[config.mk]
export PLATFORM = sky130hd
export DESIGN_NAME = fc_layer_seq
export DESIGN_NICKNAME = d
export VERILOG_FILES = /design/src/rtl/fc_layer_seq.sv
export SDC_FILE = /design/constraint.sdc
export NUM_CORES = 2
export LEC_CHECK = 0
export ABC_AREA = 1
export CELL_PAD_IN_SITES_DETAIL_PLACEMENT = 0
export CELL_PAD_IN_SITES_GLOBAL_PLACEMENT = 1
export CORE_MARGIN = 10
export CORE_UTILIZATION = 31
export CTS_CLUSTER_SIZE = 40
export DETAILED_ROUTE_END_ITERATION = 8
export GPL_ROUTABILITY_DRIVEN = 0
export PLACE_DENSITY = 0.58
export SYNTH_ARGS = -nofsm -noshare
export SYNTH_HDL_FRONTEND = slang
export SYNTH_SLANG_ARGS = --single-unit
[constraint.sdc]
create_clock -name clk -period 9.08 [get_ports clk]
set_input_delay 1.816 -clock clk [delete_from_list [all_inputs] [get_ports clk]]
set_output_delay 1.816 -clock clk [all_outputs]
set_load 0.02 [all_outputs]
[src/rtl/fc_layer_seq.sv]
// fc_layer_seq: sequential fully-connected layer with one signed fixed-point MAC
// and a running argmax. Weights and biases come from external synchronous
// memories. Read data arrives one cycle after the address is driven.
module fc_layer_seq #(
    parameter int IN_N  = 120,
    parameter int OUT_N = 84,
    parameter int DW    = 16,
    parameter int FRAC  = 8,
    parameter int RELU  = 1,
    localparam int WAW  = (IN_N * OUT_N > 1) ? $clog2(IN_N * OUT_N) : 1,
    localparam int BAW  = (OUT_N > 1) ? $clog2(OUT_N) : 1
) (
    input  logic           clk,
    input  logic           rst_n,
    input  logic           in_valid,
    output logic           in_ready,
    input  logic [DW-1:0]  in_data,
    output logic [WAW-1:0] w_addr,
    input  logic [DW-1:0]  w_rdata,
    output logic [BAW-1:0] b_addr,
    input  logic [DW-1:0]  b_rdata,
    output logic           out_valid,
    input  logic           out_ready,
    output logic [DW-1:0]  out_data,
    output logic [BAW-1:0] out_idx,
    output logic           done,
    output logic [BAW-1:0] class_idx,
    output logic           class_valid
);
    localparam int KW    = $clog2(IN_N);
    localparam int ACC_W = 2 * DW + $clog2(IN_N) + 1;
    localparam logic signed [ACC_W-1:0] SAT_MAX = {{(ACC_W-DW+1){1'b0}}, {(DW-1){1'b1}}};
    localparam logic signed [ACC_W-1:0] SAT_MIN = {{(ACC_W-DW+1){1'b1}}, {(DW-1){1'b0}}};

    typedef enum logic [2:0] {LOAD, BIAS, MAC, POST, OUT, DONE} state_t;

    state_t                  state;
    logic [KW-1:0]           k;
    logic [BAW-1:0]          j;
    logic signed [ACC_W-1:0] acc;
    logic signed [DW-1:0]    x_buf [IN_N];
    logic signed [DW-1:0]    best;
    logic [BAW-1:0]          best_idx;

    logic signed [DW-1:0]    x_cur;
    logic signed [2*DW-1:0]  x_ext, w_ext, prod;
    logic signed [ACC_W-1:0] prod_ext, bias_ext, bias_sh, shifted;
    logic signed [DW-1:0]    r_sat;

    // Datapath: full-width signed product, bias aligned to the product's Q point.
    assign x_cur    = x_buf[k];
    assign x_ext    = {{DW{x_cur[DW-1]}}, x_cur};
    assign w_ext    = {{DW{w_rdata[DW-1]}}, w_rdata};
    assign prod     = x_ext * w_ext;
    assign prod_ext = {{(ACC_W-2*DW){prod[2*DW-1]}}, prod};
    assign bias_ext = {{(ACC_W-DW){b_rdata[DW-1]}}, b_rdata};
    assign bias_sh  = bias_ext <<< FRAC;
    assign shifted  = acc >>> FRAC;

    // Rescale result: saturate to DW bits, then optional ReLU clamp.
    always_comb begin
        r_sat = shifted[DW-1:0];
        if (shifted > SAT_MAX)
            r_sat = SAT_MAX[DW-1:0];
        else if (shifted < SAT_MIN)
            r_sat = SAT_MIN[DW-1:0];
        if (RELU != 0 && r_sat[DW-1])
            r_sat = '0;
    end

    // Input vector buffer; contents are don't-care after reset.
    always_ff @(posedge clk) begin
        if (state == LOAD && in_valid)
            x_buf[k] <= in_data;
    end

    // Control FSM with registered outputs.
    always_ff @(posedge clk or negedge rst_n) begin
        if (!rst_n) begin
            state       <= LOAD;
            k           <= '0;
            j           <= '0;
            acc         <= '0;
            best        <= '0;
            best_idx    <= '0;
            in_ready    <= 1'b1;
            out_valid   <= 1'b0;
            out_data    <= '0;
            out_idx     <= '0;
            done        <= 1'b0;
            class_idx   <= '0;
            class_valid <= 1'b0;
            w_addr      <= '0;
            b_addr      <= '0;
        end else begin
            done <= 1'b0;
            case (state)
                LOAD: begin
                    if (in_valid) begin
                        class_valid <= 1'b0;
                        if (k == KW'(IN_N - 1)) begin
                            k        <= '0;
                            j        <= '0;
                            w_addr   <= '0;
                            b_addr   <= '0;
                            in_ready <= 1'b0;
                            state    <= BIAS;
                        end else begin
                            k <= k + 1'b1;
                        end
                    end
                end
                BIAS: begin
                    // Row base is on w_addr now; element 1's address goes out next.
                    k      <= '0;
                    w_addr <= w_addr + 1'b1;
                    state  <= MAC;
                end
                MAC: begin
                    if (k == '0)
                        acc <= bias_sh + prod_ext;
                    else
                        acc <= acc + prod_ext;
                    // Stop advancing once the row's last element is addressed.
                    if (k < KW'(IN_N - 2))
                        w_addr <= w_addr + 1'b1;
                    if (k == KW'(IN_N - 1))
                        state <= POST;
                    else
                        k <= k + 1'b1;
                end
                POST: begin
                    out_data  <= r_sat;
                    out_idx   <= j;
                    out_valid <= 1'b1;
                    // Strict compare keeps the lowest index on ties.
                    if (j == '0 || r_sat > best) begin
                        best     <= r_sat;
                        best_idx <= j;
                    end
                    state <= OUT;
                end
                OUT: begin
                    if (out_ready) begin
                        out_valid <= 1'b0;
                        if (j == BAW'(OUT_N - 1)) begin
                            done        <= 1'b1;
                            class_idx   <= best_idx;
                            class_valid <= 1'b1;
                            state       <= DONE;
                        end else begin
                            j      <= j + 1'b1;
                            b_addr <= j + 1'b1;
                            w_addr <= w_addr + 1'b1;
                            state  <= BIAS;
                        end
                    end
                end
                DONE: begin
                    k        <= '0;
                    in_ready <= 1'b1;
                    state    <= LOAD;
                end
                default: state <= LOAD;
            endcase
        end
    end
endmodule

# Word-level counts from Yosys, hierarchy flattened

Memories as Yosys holds them, arrays and structs flattened.
Index checks and enable logic that the tools add are counted.

Bits in registers: 128
RAM bits: 1920
Bits of input ports: 52
Output and inout port bits: 55
Memories: 1

Memory list:

| name  | depth | bits a word | read ports | clocked after memory_dff | write ports | RTL line | RTL |
|---|---|---|---|---|---|---|---|
| x_buf | 120   | 16          | 1          | 0                        | 1           | 41       | `logic signed [DW-1:0] x_buf [IN_N];` |

$add $sub $neg: 5
Multipliers: 1
Magnitude comparators: 4
Equality and inequality tests: 15
Mux-type cells: 39
Reduce and logical (&&, ||, !) cells: 20

Operators by type and width:

| operator                                             | number |
|---|---|
| two-way mux 14 bit                                   | 5 |
| case mux 14 bit (4 select lines)                     | 1 |
| two-way mux 7 bit                                    | 7 |
| adder 40 x 32 -> 40 bit                              | 1 |
| two-way mux 40 bit                                   | 1 |
| adder 24 x 32 -> 33 bit                              | 1 |
| > comparator 32 x 16 -> 1 bit, second input constant | 1 |
| < comparator 32 x 16 -> 1 bit, second input constant | 1 |
| multiplier 16 x 16 -> 32 bit                         | 1 |
| two-way mux 16 bit                                   | 2 |
| case mux 7 bit (3 select lines)                      | 1 |
| > comparator 16 bit                                  | 1 |
| two-way mux 15 bit                                   | 1 |
| two-way mux 3 bit                                    | 5 |
| case mux 3 bit (5 select lines)                      | 1 |
| adder 14 x 1 -> 14 bit, second input constant        | 1 |
| adder 7 x 1 -> 7 bit, second input constant          | 2 |
| equality test 7 bit, second input constant           | 2 |
| zero test 7 bit                                      | 2 |
| inequality test 2 bit, second input constant         | 7 |
| case mux 7 bit (2 select lines)                      | 1 |
| two-way mux 1 bit                                    | 11 |
| AND reduction 3 bit                                  | 3 |
| AND reduction 4 bit                                  | 2 |
| other kinds (16)                                     | 23 |

# Logic depth before layout (Yosys ltp)

Depth in word-level cells: 7
Depth in mapped cells: 57
Mapped depth without buffers: 53

# Worst setup path before layout

Ideal clock, no wire load.

Kind: input port to flip-flop
Start: input port w_rdata[1]
End: register acc[36]
Library setup time: 0.155 ns
Arrival: 8.192 ns
Data required time: 8.925 ns
Setup slack: 0.734 ns
Stages on the path: 35
Buffers on the path: 1
Cells stage by stage: inv_1 clkbuf_1 a21oi_1 fa_1 inv_1 fa_1 fa_1 fa_1 inv_1 fa_1 inv_1 fa_1 inv_1 ha_1 nand2_1 inv_1 nand2_1 nor2_1 nand2_1 nand3_1 a21oi_1 o21ai_0 a21oi_1 xnor2_1 ha_1 a21oi_1 o21ai_0 inv_1 nor2_1 nor2_1 nand3_1 nand2_1 nand2_1 a21oi_1 a22oi_1

Cells in the longest elaborated chain, start to end: 3
Elaborated cells between the ends (all ways): 4

RTL lines:

| element                                                            | RTL line | RTL |
|---|---|---|
| start, declared                                                    | 19       | `input logic [DW-1:0] w_rdata,` |
| multiplier 16 x 16 -> 32 bit (*)                                   | 54       | `assign prod = x_ext * w_ext;` |
| adder 40 x 32 -> 40 bit or adder 24 x 32 -> 33 bit (tied branches) | 123, 121 |  |
| two-way mux 40 bit (*)                                             | 120      | `if (k == '0)` |
| end signal, assigned                                               | 121      | `acc <= bias_sh + prod_ext;` |
| end signal, assigned                                               | 123      | `acc <= acc + prod_ext;` |
| end, declared                                                      | 40       | `logic signed [ACC_W-1:0] acc;` |

Mark *: on every way between the ends. The rest lies on a longest branch, timed or not.
A chain may end at the register's enable or synchronous reset.

# Final worst setup path

Start: register k[1]
End: register acc[20]

Cells in the longest elaborated chain, start to end: 4
Elaborated cells between the ends (all ways): 6

RTL lines:

| element                                                            | RTL line | RTL |
|---|---|---|
| start, declared                                                    | 38       | `logic [KW-1:0] k;` |
| start signal, assigned                                             | 109      | `k <= k + 1'b1;` |
| start signal, assigned                                             | 130      | `k <= k + 1'b1;` |
| memory read (120 x 16 bit)                                         | n/a      |  |
| multiplier 16 x 16 -> 32 bit                                       | 54       |  |
| adder 40 x 32 -> 40 bit or adder 24 x 32 -> 33 bit (tied branches) | 123, 121 |  |
| two-way mux 40 bit (*)                                             | 120      |  |

Marks and branches as above.

==> flow_metrics.tcl <==
set metrics [dict create \
    synth.cell_area_mm2 0.0930 \
    nets 9696 \
    clock_path_buffers 4 \
    io_pins 107 \
    multi_input_area_mm2 0.0306 \
    maxCapViolations 0 \
    synth_top_area_cell "edfxtp_1" \
    outcome "complete, but fails checks" \
    crit_required_ns 9.85 \
    firstDrtPassIters 6 \
    synthCells 7903 \
    max_slew_margin_pct 15.6 \
    cp-startpoint "k[1]" \
    synth.distinct_cells 60 \
    antenna_found_initial 20 \
    setup_viol 18 \
    placed_cell_area_mm2 0.108 \
    finalInstanceArea_mm2 0.119 \
    hp-class "flip-flop to flip-flop" \
    grt_pass1_wl_mm 479 \
    gr-total-overflow 0 \
    wl_mm 336 \
    synthAdderAreaFrac_pct 7.93 \
    tightestPinTransition_ns 1.26 \
    synth_edf_count 1920 \
    fp-row-count 201 \
    synth_top_area_share_pct 62.0 \
    portBuffers 105 \
    remaining_drc_errors 0 \
    start_kind "flip-flop" \
    synth_top_family_by_area "simple AND/OR/NAND/NOR gates" \
    crit_top_cell "buf_4" \
    via_per_inst 4.97 \
    yosys.area_share.simple_pct 15.2 \
    htreeDepth 4 \
    ys.flop_type "edfxtp_1" \
    ant_nets 0 \
    fin_skew_ns 0.120 \
    cp-end-kind "flip-flop" \
    cp_slowest_cell "fa_1" \
    cp.arrival_ns 10.00 \
    hold_viol_final 0 \
    grt_max_degree 83 \
    synthXorXnorAreaFrac_pct 0.424 \
    coreArea_mm2 0.299 \
    nFillCells 28600 \
    start_util_pct 31.1 \
    async_flop_share_pct 6.16 \
    criticalPathCategory "flip-flop to flip-flop" \
    yosysWarnings 0 \
    seq_area_frac_synth_pct 65.4 \
    grtUsageTotal_pct 19.9 \
    utilization_pct 39.6 \
    cts_buffers 224 \
    ys_ff_latch 2046 \
    area_delta_synth_final_pct 27.5 \
    cts_tree "yes" \
    syn_avg_cell_area_um2 11.8 \
    synth_compound_area_share_pct 6.68 \
    slew_viol_final 0 \
    die_area_mm2 0.322 \
    place_hpwl_mm 226 \
    fmax_mhz 108 \
    vias 66400 \
    first_iter_violations 6228 \
    rsz0062_at_grt "true" \
    timing.hold.ws_ns 0.478 \
    timing.rr.start "k[1]" \
    die_width_um 568 \
    drive_above_1_share_pct 23.0 \
    min_from "best_idx[6]" \
    path_clk_slew_ns 0.06 \
    synth_fp_nets 8386 \
    crit_fanout 6 \
    wl_per_cell_um 25.2 \
    muxShareOfSynthArea_pct 0 \
    max_stage_delay_ns 0.56 \
    post-place-ws_ns -1.42 \
    setup_slack_ns -0.147 \
    seqCellArea_mm2 0.0608 \
    first_global_vias 66900 \
    die_y_um 568 \
    layout_min_cycle_time_ns 9.23 \
    cts-root-buf "clkbuf_16" \
    clk_latency_ns 0.94 \
    violations "negative setup slack" \
    cts_sinks 2046 \
    finalCritPeriodShare_pct 102 \
    ys_top_cells_by_area "edfxtp_1 62%, nand2_1 9.2%, fa_1 5.7%, dfrtp_1 3.4%, inv_1 2.7%" \
]
state kept, by name, summed over array words and instances (netlist names):
register and cells:
acc 40, best 15, best_idx 7, class_idx 7, class_valid 1, done 1
in_ready 1, j 7, k 7, out_data 15, out_idx 7, out_valid 1
state 3, w_addr 14, x_buf 1920
metal layers:
metal / global-route usage, % / vias up / routed length, um
li1: - / 30100 / -
met1: 26.8 / 33400 / 143000
met2: 33.1 / 2300 / 158000
met3: 3.01 / 532 / 21500
met4: 6.76 / 8 / 13000
met5: 0 / - / 50
path summary, 6_finish.rpt:
path,end,slack (ns),cells past startpoint
setup / recovery,acc[20],-0.15,50
hold / removal,class_idx[6],0.48,2
setup reg to reg,acc[20],-0.15,50
hold reg to reg,class_idx[6],0.48,2
max in group asynchronous,acc[28],6.81,2
min in group asynchronous,class_idx[1],1.06,1
critical path, delay by kind of cell, from the launching register on:
family          cells  cell delay (ns)
compound gates      5             0.59
xor+xnor            1             0.14
fa+ha+maj           8             3.37
buf+inv            19             2.30
flops               1             0.49
simple gates       17             2.23
cells in the mapped netlist (all sizes together), types with 72 or more instances:
cell type / n
nand2: 2308
edfxtp: 1920
inv: 674
nor2: 554
o21ai: 324
fa: 264
a21oi: 263
nand4: 250
nand3: 224
buf: 218
a22oi: 186
ha: 167
dfrtp: 125
clkbuf: 72
logic make-up (layout without fill, tap and decap cells):
group                      count (synthesis)  after routing
and+or+nand+nor                         3410           3411
DFF                                     2046           2046
AOI/OAI and AO/OA                       1000           1000
buffers and inverters                    970           2451
adders and majority gates                431            431
xor gates and xnor gates                  45             45
other                                      1              9
placed cells by master (no fill, tap or decap), types with 36 or more instances in the layout:
cell and instances:
fa_1 242, clkdlybuf4s50_1 88, o21ai_0 199, clkinv_1 65
nor2_4 36, nor2_1 401, clkbuf_16 232, a22oi_1 171
inv_1 637, a21oi_2 57, nor2_2 116, nand2_1 2198
dfrtp_1 122, nand2_2 94, ha_4 43, buf_6 60
a21oi_1 204, o21ai_1 88, edfxtp_1 1920, a22o_1 62
buf_4 1085, nand3_1 193, buf_12 99, nand4_1 250
ha_1 123, clkbuf_1 48
metrics by stage:
stage | instances | setup TNS (ns)
2_1_floorplan | 7903 | 0
4_1_cts | 13300 | -2.54
5_1_grt | 13300 | -9.60
3_3_place_gp | 12900 | -34.19
3_5_place_dp | 12900 | -32.74
6_report | 13400 | -1.46
area by class of cell:
class,count,area share (%)
inverters,680,2.23
flip-flops and latches,2046,51.3
repair buffers,1367,10.6
diodes,8,0.0169
well taps,3958,4.17
clock inverters,117,0.907
clock buffers,281,5.01
multi-input cells,4888,25.8
repair inverters,6,0.0506
timing repair:
action / in CTS / in global routing
pin swaps: 87 / 120
cloned: 12 / 7
buffers inserted: 53 / 22
gates resized for setup: 400 / 318
setup endpoints to repair: 30 / 30
hold buffers: 0 / 0
Power is not shown: default switching activity piles up to over one toggle a cycle in this logic, so the estimate is an artifact.
